[src/rtl/usart_rx_controller_if.sv]
// ---------------------------------------------------------------------------
// usart_rx_controller_if
// CPU-side handshake between the USART receive sequencer and the USART
// register block.
//   rx_data     : last received character (DATA_BITS wide)
//   rx_valid    : rx_data holds a character the CPU has not consumed yet
//   parity_err  : parity status of the character in rx_data
//   frame_err   : stop-bit status of the character in rx_data
//   overrun_err : sticky, a character was overwritten before it was acked
//   rx_busy     : receiver is somewhere other than IDLE
//   rx_ack      : CPU has consumed rx_data
// The receiver uses the master modport, the register block the slave one.
// ---------------------------------------------------------------------------
interface usart_rx_controller_if #(
    parameter int DATA_BITS = 8
);
    logic [DATA_BITS-1:0] rx_data;
    logic                 rx_valid;
    logic                 parity_err;
    logic                 frame_err;
    logic                 overrun_err;
    logic                 rx_busy;
    logic                 rx_ack;

    modport master (
        output rx_data, rx_valid, parity_err, frame_err, overrun_err, rx_busy,
        input  rx_ack
    );

    modport slave (
        input  rx_data, rx_valid, parity_err, frame_err, overrun_err, rx_busy,
        output rx_ack
    );
endinterface

[src/rtl/usart_rx_controller.sv]
// ---------------------------------------------------------------------------
// usart_rx_controller
// Receive-side sequencer of the USART. Synchronises the RX pin, finds the
// start-bit falling edge, times every bit from the oversampling tick,
// samples at mid-bit, assembles the character (LSB first), checks parity
// and stop, and presents the result through a valid/ack register with
// overrun detection.
// Ports:
//   CPU_Clk   : system clock, everything on its rising edge
//   CPU_Rst   : synchronous active-high reset
//   rx_enable : 0 holds the receiver in IDLE and drops a partial frame
//   baud_tick : one-clock pulse, OVERSAMPLE pulses per bit period
//   rx_in     : asynchronous serial line, idles high
//   cpu_if    : CPU-side handshake (usart_rx_controller_if.master)
// ---------------------------------------------------------------------------
module usart_rx_controller #(
    parameter int DATA_BITS  = 8,
    parameter int OVERSAMPLE = 16,
    parameter int PARITY_EN  = 0,
    parameter int PARITY_ODD = 0
) (
    input  logic                         CPU_Clk,
    input  logic                         CPU_Rst,
    input  logic                         rx_enable,
    input  logic                         baud_tick,
    input  logic                         rx_in,
    usart_rx_controller_if.master        cpu_if
);

    localparam int TW = $clog2(OVERSAMPLE + 1);
    localparam int BW = $clog2(DATA_BITS + 1);
    localparam logic [TW-1:0] TICK_HALF = TW'(OVERSAMPLE / 2);
    localparam logic [TW-1:0] TICK_FULL = TW'(OVERSAMPLE);
    localparam logic [BW-1:0] BIT_LAST  = BW'(DATA_BITS);

    typedef enum logic [2:0] {
        IDLE,
        START,
        DATA,
        PARITY,
        STOP,
        WAIT_IDLE
    } state_t;

    state_t               state_q, state_d;
    logic                 sync1_q, sync1_d;
    logic                 sync2_q, sync2_d;
    logic                 prev_q, prev_d;
    logic [TW-1:0]        tick_cnt_q, tick_cnt_d;
    logic [BW-1:0]        bit_cnt_q, bit_cnt_d;
    logic [DATA_BITS-1:0] shreg_q, shreg_d;
    logic                 par_fail_q, par_fail_d;
    logic [DATA_BITS-1:0] rx_data_q, rx_data_d;
    logic                 rx_valid_q, rx_valid_d;
    logic                 parity_err_q, parity_err_d;
    logic                 frame_err_q, frame_err_d;
    logic                 overrun_err_q, overrun_err_d;
    logic                 rx_busy_q, rx_busy_d;

    logic                 rx_s;
    logic                 start_edge;
    logic [TW-1:0]        tick_inc;
    logic [BW-1:0]        bit_inc;

    assign rx_s       = sync2_q;
    assign start_edge = prev_q & ~sync2_q;
    assign tick_inc   = tick_cnt_q + 1'b1;
    assign bit_inc    = bit_cnt_q + 1'b1;

    // Next-state logic for the frame sequencer and the CPU-side register.
    // The ack is applied first so that a completion in the same cycle
    // re-asserts rx_valid without counting as an overrun.
    always_comb begin
        state_d       = state_q;
        sync1_d       = rx_in;
        sync2_d       = sync1_q;
        prev_d        = sync2_q;
        tick_cnt_d    = tick_cnt_q;
        bit_cnt_d     = bit_cnt_q;
        shreg_d       = shreg_q;
        par_fail_d    = par_fail_q;
        rx_data_d     = rx_data_q;
        rx_valid_d    = rx_valid_q;
        parity_err_d  = parity_err_q;
        frame_err_d   = frame_err_q;
        overrun_err_d = overrun_err_q;

        if (cpu_if.rx_ack && rx_valid_q) begin
            rx_valid_d    = 1'b0;
            overrun_err_d = 1'b0;
        end

        if (!rx_enable) begin
            state_d    = IDLE;
            tick_cnt_d = '0;
            bit_cnt_d  = '0;
        end else begin
            case (state_q)
                IDLE: begin
                    if (start_edge) begin
                        state_d    = START;
                        tick_cnt_d = '0;
                    end
                end
                // Half a bit in, the line must still be low or it was a glitch.
                START: begin
                    if (baud_tick) begin
                        tick_cnt_d = tick_inc;
                        if (tick_inc == TICK_HALF) begin
                            if (rx_s) begin
                                state_d = IDLE;
                            end else begin
                                state_d    = DATA;
                                tick_cnt_d = '0;
                                bit_cnt_d  = '0;
                                par_fail_d = 1'b0;
                            end
                        end
                    end
                end
                DATA: begin
                    if (baud_tick) begin
                        tick_cnt_d = tick_inc;
                        if (tick_inc == TICK_FULL) begin
                            tick_cnt_d = '0;
                            shreg_d    = {rx_s, shreg_q[DATA_BITS-1:1]};
                            bit_cnt_d  = bit_inc;
                            if (bit_inc == BIT_LAST) begin
                                state_d = (PARITY_EN != 0) ? PARITY : STOP;
                            end
                        end
                    end
                end
                PARITY: begin
                    if (baud_tick) begin
                        tick_cnt_d = tick_inc;
                        if (tick_inc == TICK_FULL) begin
                            tick_cnt_d = '0;
                            par_fail_d = ((^shreg_q) ^ rx_s) != 1'(PARITY_ODD);
                            state_d    = STOP;
                        end
                    end
                end
                // Stop sample completes the frame; a low stop bit may be a
                // break, so wait for the line to recover before re-arming.
                STOP: begin
                    if (baud_tick) begin
                        tick_cnt_d = tick_inc;
                        if (tick_inc == TICK_FULL) begin
                            tick_cnt_d   = '0;
                            rx_data_d    = shreg_q;
                            parity_err_d = par_fail_q;
                            frame_err_d  = ~rx_s;
                            rx_valid_d   = 1'b1;
                            if (rx_valid_q && !cpu_if.rx_ack) begin
                                overrun_err_d = 1'b1;
                            end
                            state_d = rx_s ? IDLE : WAIT_IDLE;
                        end
                    end
                end
                WAIT_IDLE: begin
                    if (rx_s) begin
                        state_d = IDLE;
                    end
                end
                default: state_d = IDLE;
            endcase
        end

        rx_busy_d = (state_d != IDLE);
    end

    // All state, including the synchroniser, is registered here. The
    // synchroniser and previous-sample flop reset to the idle line level
    // so that reset itself never looks like a start edge.
    always_ff @(posedge CPU_Clk) begin
        if (CPU_Rst) begin
            state_q       <= IDLE;
            sync1_q       <= 1'b1;
            sync2_q       <= 1'b1;
            prev_q        <= 1'b1;
            tick_cnt_q    <= '0;
            bit_cnt_q     <= '0;
            shreg_q       <= '0;
            par_fail_q    <= 1'b0;
            rx_data_q     <= '0;
            rx_valid_q    <= 1'b0;
            parity_err_q  <= 1'b0;
            frame_err_q   <= 1'b0;
            overrun_err_q <= 1'b0;
            rx_busy_q     <= 1'b0;
        end else begin
            state_q       <= state_d;
            sync1_q       <= sync1_d;
            sync2_q       <= sync2_d;
            prev_q        <= prev_d;
            tick_cnt_q    <= tick_cnt_d;
            bit_cnt_q     <= bit_cnt_d;
            shreg_q       <= shreg_d;
            par_fail_q    <= par_fail_d;
            rx_data_q     <= rx_data_d;
            rx_valid_q    <= rx_valid_d;
            parity_err_q  <= parity_err_d;
            frame_err_q   <= frame_err_d;
            overrun_err_q <= overrun_err_d;
            rx_busy_q     <= rx_busy_d;
        end
    end

    assign cpu_if.rx_data     = rx_data_q;
    assign cpu_if.rx_valid    = rx_valid_q;
    assign cpu_if.parity_err  = parity_err_q;
    assign cpu_if.frame_err   = frame_err_q;
    assign cpu_if.overrun_err = overrun_err_q;
    assign cpu_if.rx_busy     = rx_busy_q;

endmodule

[src/flat_wrapper.sv]
// flat-port wrapper written by rule: the top's interface ports become plain ports
module usart_rx_controller_flat 
#(
    parameter int DATA_BITS  = 8,
    parameter int OVERSAMPLE = 16,
    parameter int PARITY_EN  = 0,
    parameter int PARITY_ODD = 0
)
  (CPU_Clk, CPU_Rst, rx_enable, baud_tick, rx_in, cpu_if_rx_data, cpu_if_rx_valid, cpu_if_parity_err, cpu_if_frame_err, cpu_if_overrun_err, cpu_if_rx_busy, cpu_if_rx_ack);
  usart_rx_controller_if #(.DATA_BITS(DATA_BITS)) cpu_if_i ();
  input  logic CPU_Clk;
  input  logic CPU_Rst;
  input  logic rx_enable;
  input  logic baud_tick;
  input  logic rx_in;
  output wire logic [$bits(cpu_if_i.rx_data)-1:0] cpu_if_rx_data;
  output wire logic [$bits(cpu_if_i.rx_valid)-1:0] cpu_if_rx_valid;
  output wire logic [$bits(cpu_if_i.parity_err)-1:0] cpu_if_parity_err;
  output wire logic [$bits(cpu_if_i.frame_err)-1:0] cpu_if_frame_err;
  output wire logic [$bits(cpu_if_i.overrun_err)-1:0] cpu_if_overrun_err;
  output wire logic [$bits(cpu_if_i.rx_busy)-1:0] cpu_if_rx_busy;
  input wire logic [$bits(cpu_if_i.rx_ack)-1:0] cpu_if_rx_ack;
  assign cpu_if_rx_data = cpu_if_i.rx_data;
  assign cpu_if_rx_valid = cpu_if_i.rx_valid;
  assign cpu_if_parity_err = cpu_if_i.parity_err;
  assign cpu_if_frame_err = cpu_if_i.frame_err;
  assign cpu_if_overrun_err = cpu_if_i.overrun_err;
  assign cpu_if_rx_busy = cpu_if_i.rx_busy;
  assign cpu_if_i.rx_ack = cpu_if_rx_ack;
  usart_rx_controller #(.DATA_BITS(DATA_BITS), .OVERSAMPLE(OVERSAMPLE), .PARITY_EN(PARITY_EN), .PARITY_ODD(PARITY_ODD)) u_core (.CPU_Clk(CPU_Clk), .CPU_Rst(CPU_Rst), .rx_enable(rx_enable), .baud_tick(baud_tick), .rx_in(rx_in), .cpu_if(cpu_if_i));
endmodule
[config.mk]
export PLATFORM = sky130hd
export DESIGN_NAME = usart_rx_controller_flat
export DESIGN_NICKNAME = d
export VERILOG_FILES = /design/src/rtl/usart_rx_controller_if.sv /design/src/rtl/usart_rx_controller.sv /design/src/flat_wrapper.sv
export SDC_FILE = /design/constraint.sdc
export NUM_CORES = 1
export LEC_CHECK = 0
export ABC_AREA = 1
export BUFFER_PORTS_ARGS = -buffer_cell sky130_fd_sc_hd__buf_2
export CAP_MARGIN = 15
export CELL_PAD_IN_SITES_DETAIL_PLACEMENT = 0
export CELL_PAD_IN_SITES_GLOBAL_PLACEMENT = 1
export CORE_MARGIN = 1
export CORE_UTILIZATION = 30
export DETAILED_ROUTE_END_ITERATION = 16
export HOLD_SLACK_MARGIN = 0.08
export PLACE_DENSITY_LB_ADDON = 0.12
export SYNTH_ARGS = -nofsm -noshare
export SYNTH_HDL_FRONTEND = slang
export SYNTH_SLANG_ARGS = --single-unit
[constraint.sdc]
create_clock -name CPU_Clk -period 4.8 [get_ports CPU_Clk]
set_input_delay 0.24 -clock CPU_Clk [delete_from_list [all_inputs] [get_ports CPU_Clk]]
set_output_delay 0.24 -clock CPU_Clk [all_outputs]
set_load 0.01 [all_outputs]
==> flow_metrics.env <==
export IMPL_outcome="finished clean"
export IMPL_rr_startpoint="u_core.tick_cnt_q[1]"
export IMPL_synth_top_area_cell="dfxtp_1"
export IMPL_setup_worst_path_class="reg -> reg"
export IMPL_dp_cells=367
export IMPL_yosysWarnings=0
export IMPL_synth_xor_area_share_pct=0
export IMPL_pin_count=19
export IMPL_wire_per_inst_um=12.2
export IMPL_root_buffer="clkbuf_8"
export IMPL_timing_rr_end="u_core.cpu_if.parity_err"
export IMPL_clock_power_share_pct=43.4
export IMPL_synth_edf_count=0
export IMPL_rr_worst_depth=10
export IMPL_drtPass1Iterations=4
export IMPL_wl_mm=4.57
export IMPL_cts_buffer_depth=2
export IMPL_dpl_instance_area_mm2=0.00211
export IMPL_drt_initial_drc_count=80
export IMPL_power_total_mw=0.586
export IMPL_yosysMostFrequentCell="nand2_1"
export IMPL_synthSimpleGateAreaFrac_pct=33.6
export IMPL_worst_pin_slew_ps=1020
export IMPL_synth_cell_types=29
export IMPL_start_kind="flip-flop"
export IMPL_hold_path_end="u_core.sync1_q"
export IMPL_max_freq_mhz=420
export IMPL_hp_class="in -> reg"
export IMPL_portBuffers=18
export IMPL_end_kind="flip-flop"
export IMPL_dieHeight_um=83.3
export IMPL_synth_fa_ha_area_share_pct=1.89
export IMPL_post_synth_top_area_fraction_pct=37.4
export IMPL_synth_compound_area_share_pct=17.6
export IMPL_syn_area_mm2=0.00198
export IMPL_ir_drop_mv=0.154
export IMPL_arrival_ps=2570
export IMPL_synth_area_top_cells="dfxtp_1 (37%), nand2_1 (13%), inv_1 (5.5%)"
export IMPL_hpwl_mm=3.37
export IMPL_layout_worst_path_cycle_share_pct=49.7
export IMPL_synth_seq_area_share_pct=37.4
export IMPL_diodes=0
export IMPL_dieArea_mm2=0.00694
export IMPL_rsz0062_at_grt="no"
export IMPL_initial_core_util_pct=31.2
export IMPL_ys_flop_type="dfxtp_1"
export IMPL_place_ws_ps=2420
export IMPL_p_switching_mw=0.138
export IMPL_drive_above_1_share_pct=21.1
export IMPL_maxCapViolations=0
export IMPL_htree_num_levels=2
export IMPL_layout_min_cycle_time_ps=2380
export IMPL_cts_resized=0
export IMPL_hold_viol=0
export IMPL_setup_violations=0
export IMPL_core_area_mm2=0.00635
export IMPL_share_comb_of_total_power_pct=3.8
export IMPL_ant_nets=0
export IMPL_synth_area_per_cell_um2=7.10
export IMPL_grt_max_degree=22
export IMPL_pwr_share_seq_pct=52.8
export IMPL_slew_headroom_pct=31.9
export IMPL_grt_ovfl_total=0
export IMPL_hp_start="rx_in"
export IMPL_grt_pass1_vias=1673
export IMPL_path_clk_slew_ps=80
export IMPL_cts_hold_buf=0
export IMPL_ys_ff_latch=37
export IMPL_clock_sinks=37
export IMPL_fin_cells=375
export IMPL_drc=0
export IMPL_fin_setup_tns_ps=0
export IMPL_finalNetCount=306
export IMPL_num_vias=1744
export IMPL_holdPathStages=2
export IMPL_p_leak_nw=1.00
export IMPL_gp_congestion=0.757
export IMPL_muxShareOfSynthArea_pct=0
export IMPL_clock_latency_ps=290
export IMPL_viasPerCell=4.65
export IMPL_clock_skew_ps=8.11
export IMPL_synthesis_nets=288
export IMPL_reg2reg_slack_ps=2420
export IMPL_path_max_fanout=21
export IMPL_cts_made_buffers=5
export IMPL_dieWidth_um=83.3
export IMPL_p_sw_share_pct=23.6
export IMPL_critPathSlowestCell="nor3_4"
export IMPL_cts_setup_buffers=0
export IMPL_finalWorstSetupSlack_ps=2420
export IMPL_area_growth_pct=11.7
export IMPL_synth_cells=279
export IMPL_intPower_mw=0.447
export IMPL_grt_pass1_wl_mm=7.93
export IMPL_powerDensity_mw_per_mm2=264
export IMPL_synth_top_family_by_area="simple AND/OR/NAND/NOR gates"
export IMPL_antenna_found_initial=0
export IMPL_grt_use_total_pct=14.3
export IMPL_fin_area_mm2=0.00221
export IMPL_report_final_slew_viol_count=0
export IMPL_synth_common_cells="nand2_1 (67), dfxtp_1 (37), inv_1 (29)"
export IMPL_cp_required_ps=4990
export IMPL_async_reset_ff_share_pct=0
export IMPL_worstPathCellList="ha_1 -> nand3_1 -> nand2_1 -> nand2_2 -> inv_2 -> nand2_2 -> nor3_4 -> inv_1 -> nor2_1 -> nor2_1"
export IMPL_fp_row_count=29
export IMPL_cts_tree="built"
export IMPL_slowest_delay_ps=780
[kinds of logic (layout without fill, tap and decap cells)]
group                    Yosys count  count (layout)
AO/OA/AOI/OAI                     59              59
buffers and inverters             42              61
adder cells (fa/ha/maj)            3               3
AND/OR/NAND/NOR                  138             138
flip-flops                        37              37
[metal layers]
metal | part of all wire, % | vias up | global-route usage, %
met2 | 45 | 23 | 23.5
li1 | - | 948 | -
met4 | 1.9 | 0 | 5.64
met3 | 2.7 | 7 | 3.38
met1 | 51 | 766 | 18.1
met5 | 0 | - | 0
[worst max-delay path: cells and delay by family, from the launching register on]
family	cells	cell delay, ps
fa+ha+maj	1	280
buf+inv	2	240
flops	1	450
simple gates	7	1330
[area by class of cell]
cell class	count	area (um^2)
Multi-Input combinational cell	200	1050
Tap cell	77	96.3
Clock inverter	1	8.76
Sequential cell	37	741
Inverter	35	131
Clock buffer	7	96.3
Timing Repair Buffer	18	90.1
Fill cell	685	4140
[power groups by stage]
stage                     Sequential (mW)  Combinational, mW  Clock (mW)
after floorplan                     0.316             0.0150           0
after global placement              0.317             0.0229           0
after detailed placement            0.317             0.0225           0
after CTS                           0.309             0.0227       0.263
after global routing                0.310             0.0257       0.279
final                               0.309             0.0222       0.254
[layout by cell type, fill, tap and decap left out, types with 9 or more instances in the layout]
master,synthesis,final
inv_1,29,29
a21oi_2,10,10
dfxtp_1,37,37
nand2_1,67,67
o21ai_0,13,13
o21ai_1,12,12
nor2_1,20,20
buf_2,1,18
a21oi_1,20,20
nand4_1,9,9
nand3_1,18,18
nand2_2,10,10
[flip-flops by register name, indices dropped and copies added (netlist names), named ones only]
name and count:
u_core.tick_cnt_q 5, u_core.shreg_q 8, u_core.cpu_if.frame_err 1, u_core.cpu_if.rx_valid 1
u_core.state_q 3, u_core.prev_d 1, u_core.par_fail_q 1, u_core.cpu_if.rx_data 8
u_core.sync1_q 1, u_core.bit_cnt_q 4, u_core.prev_q 1, u_core.cpu_if.parity_err 1
u_core.cpu_if.rx_busy 1
[metrics by stage]
step                      util [%]  hold WS (ps)
after CTS                     34.9           116
after global placement        33.2           391
after global routing          34.9           119
final                         34.9           125
after detailed placement      33.2           392
after floorplan                  -           309
[how the worst max path moves through the flow]
stage | startpoint | slack (ps) | cells past startpoint | to
final | u_core.tick_cnt_q[1] | 2420 | 10 | u_core.cpu_if.parity_err
after global routing | u_core.tick_cnt_q[1] | 2060 | 10 | u_core.cpu_if.parity_err
after CTS | u_core.tick_cnt_q[0] | 2390 | 10 | u_core.cpu_if.parity_err
after detailed placement | u_core.tick_cnt_q[0] | 2420 | 10 | u_core.cpu_if.parity_err
after global placement | u_core.tick_cnt_q[0] | 2480 | 10 | u_core.cpu_if.parity_err
after floorplan | u_core.tick_cnt_q[0] | 3200 | 9 | u_core.shreg_q[1]
Power figures use the tool's default switching activity.
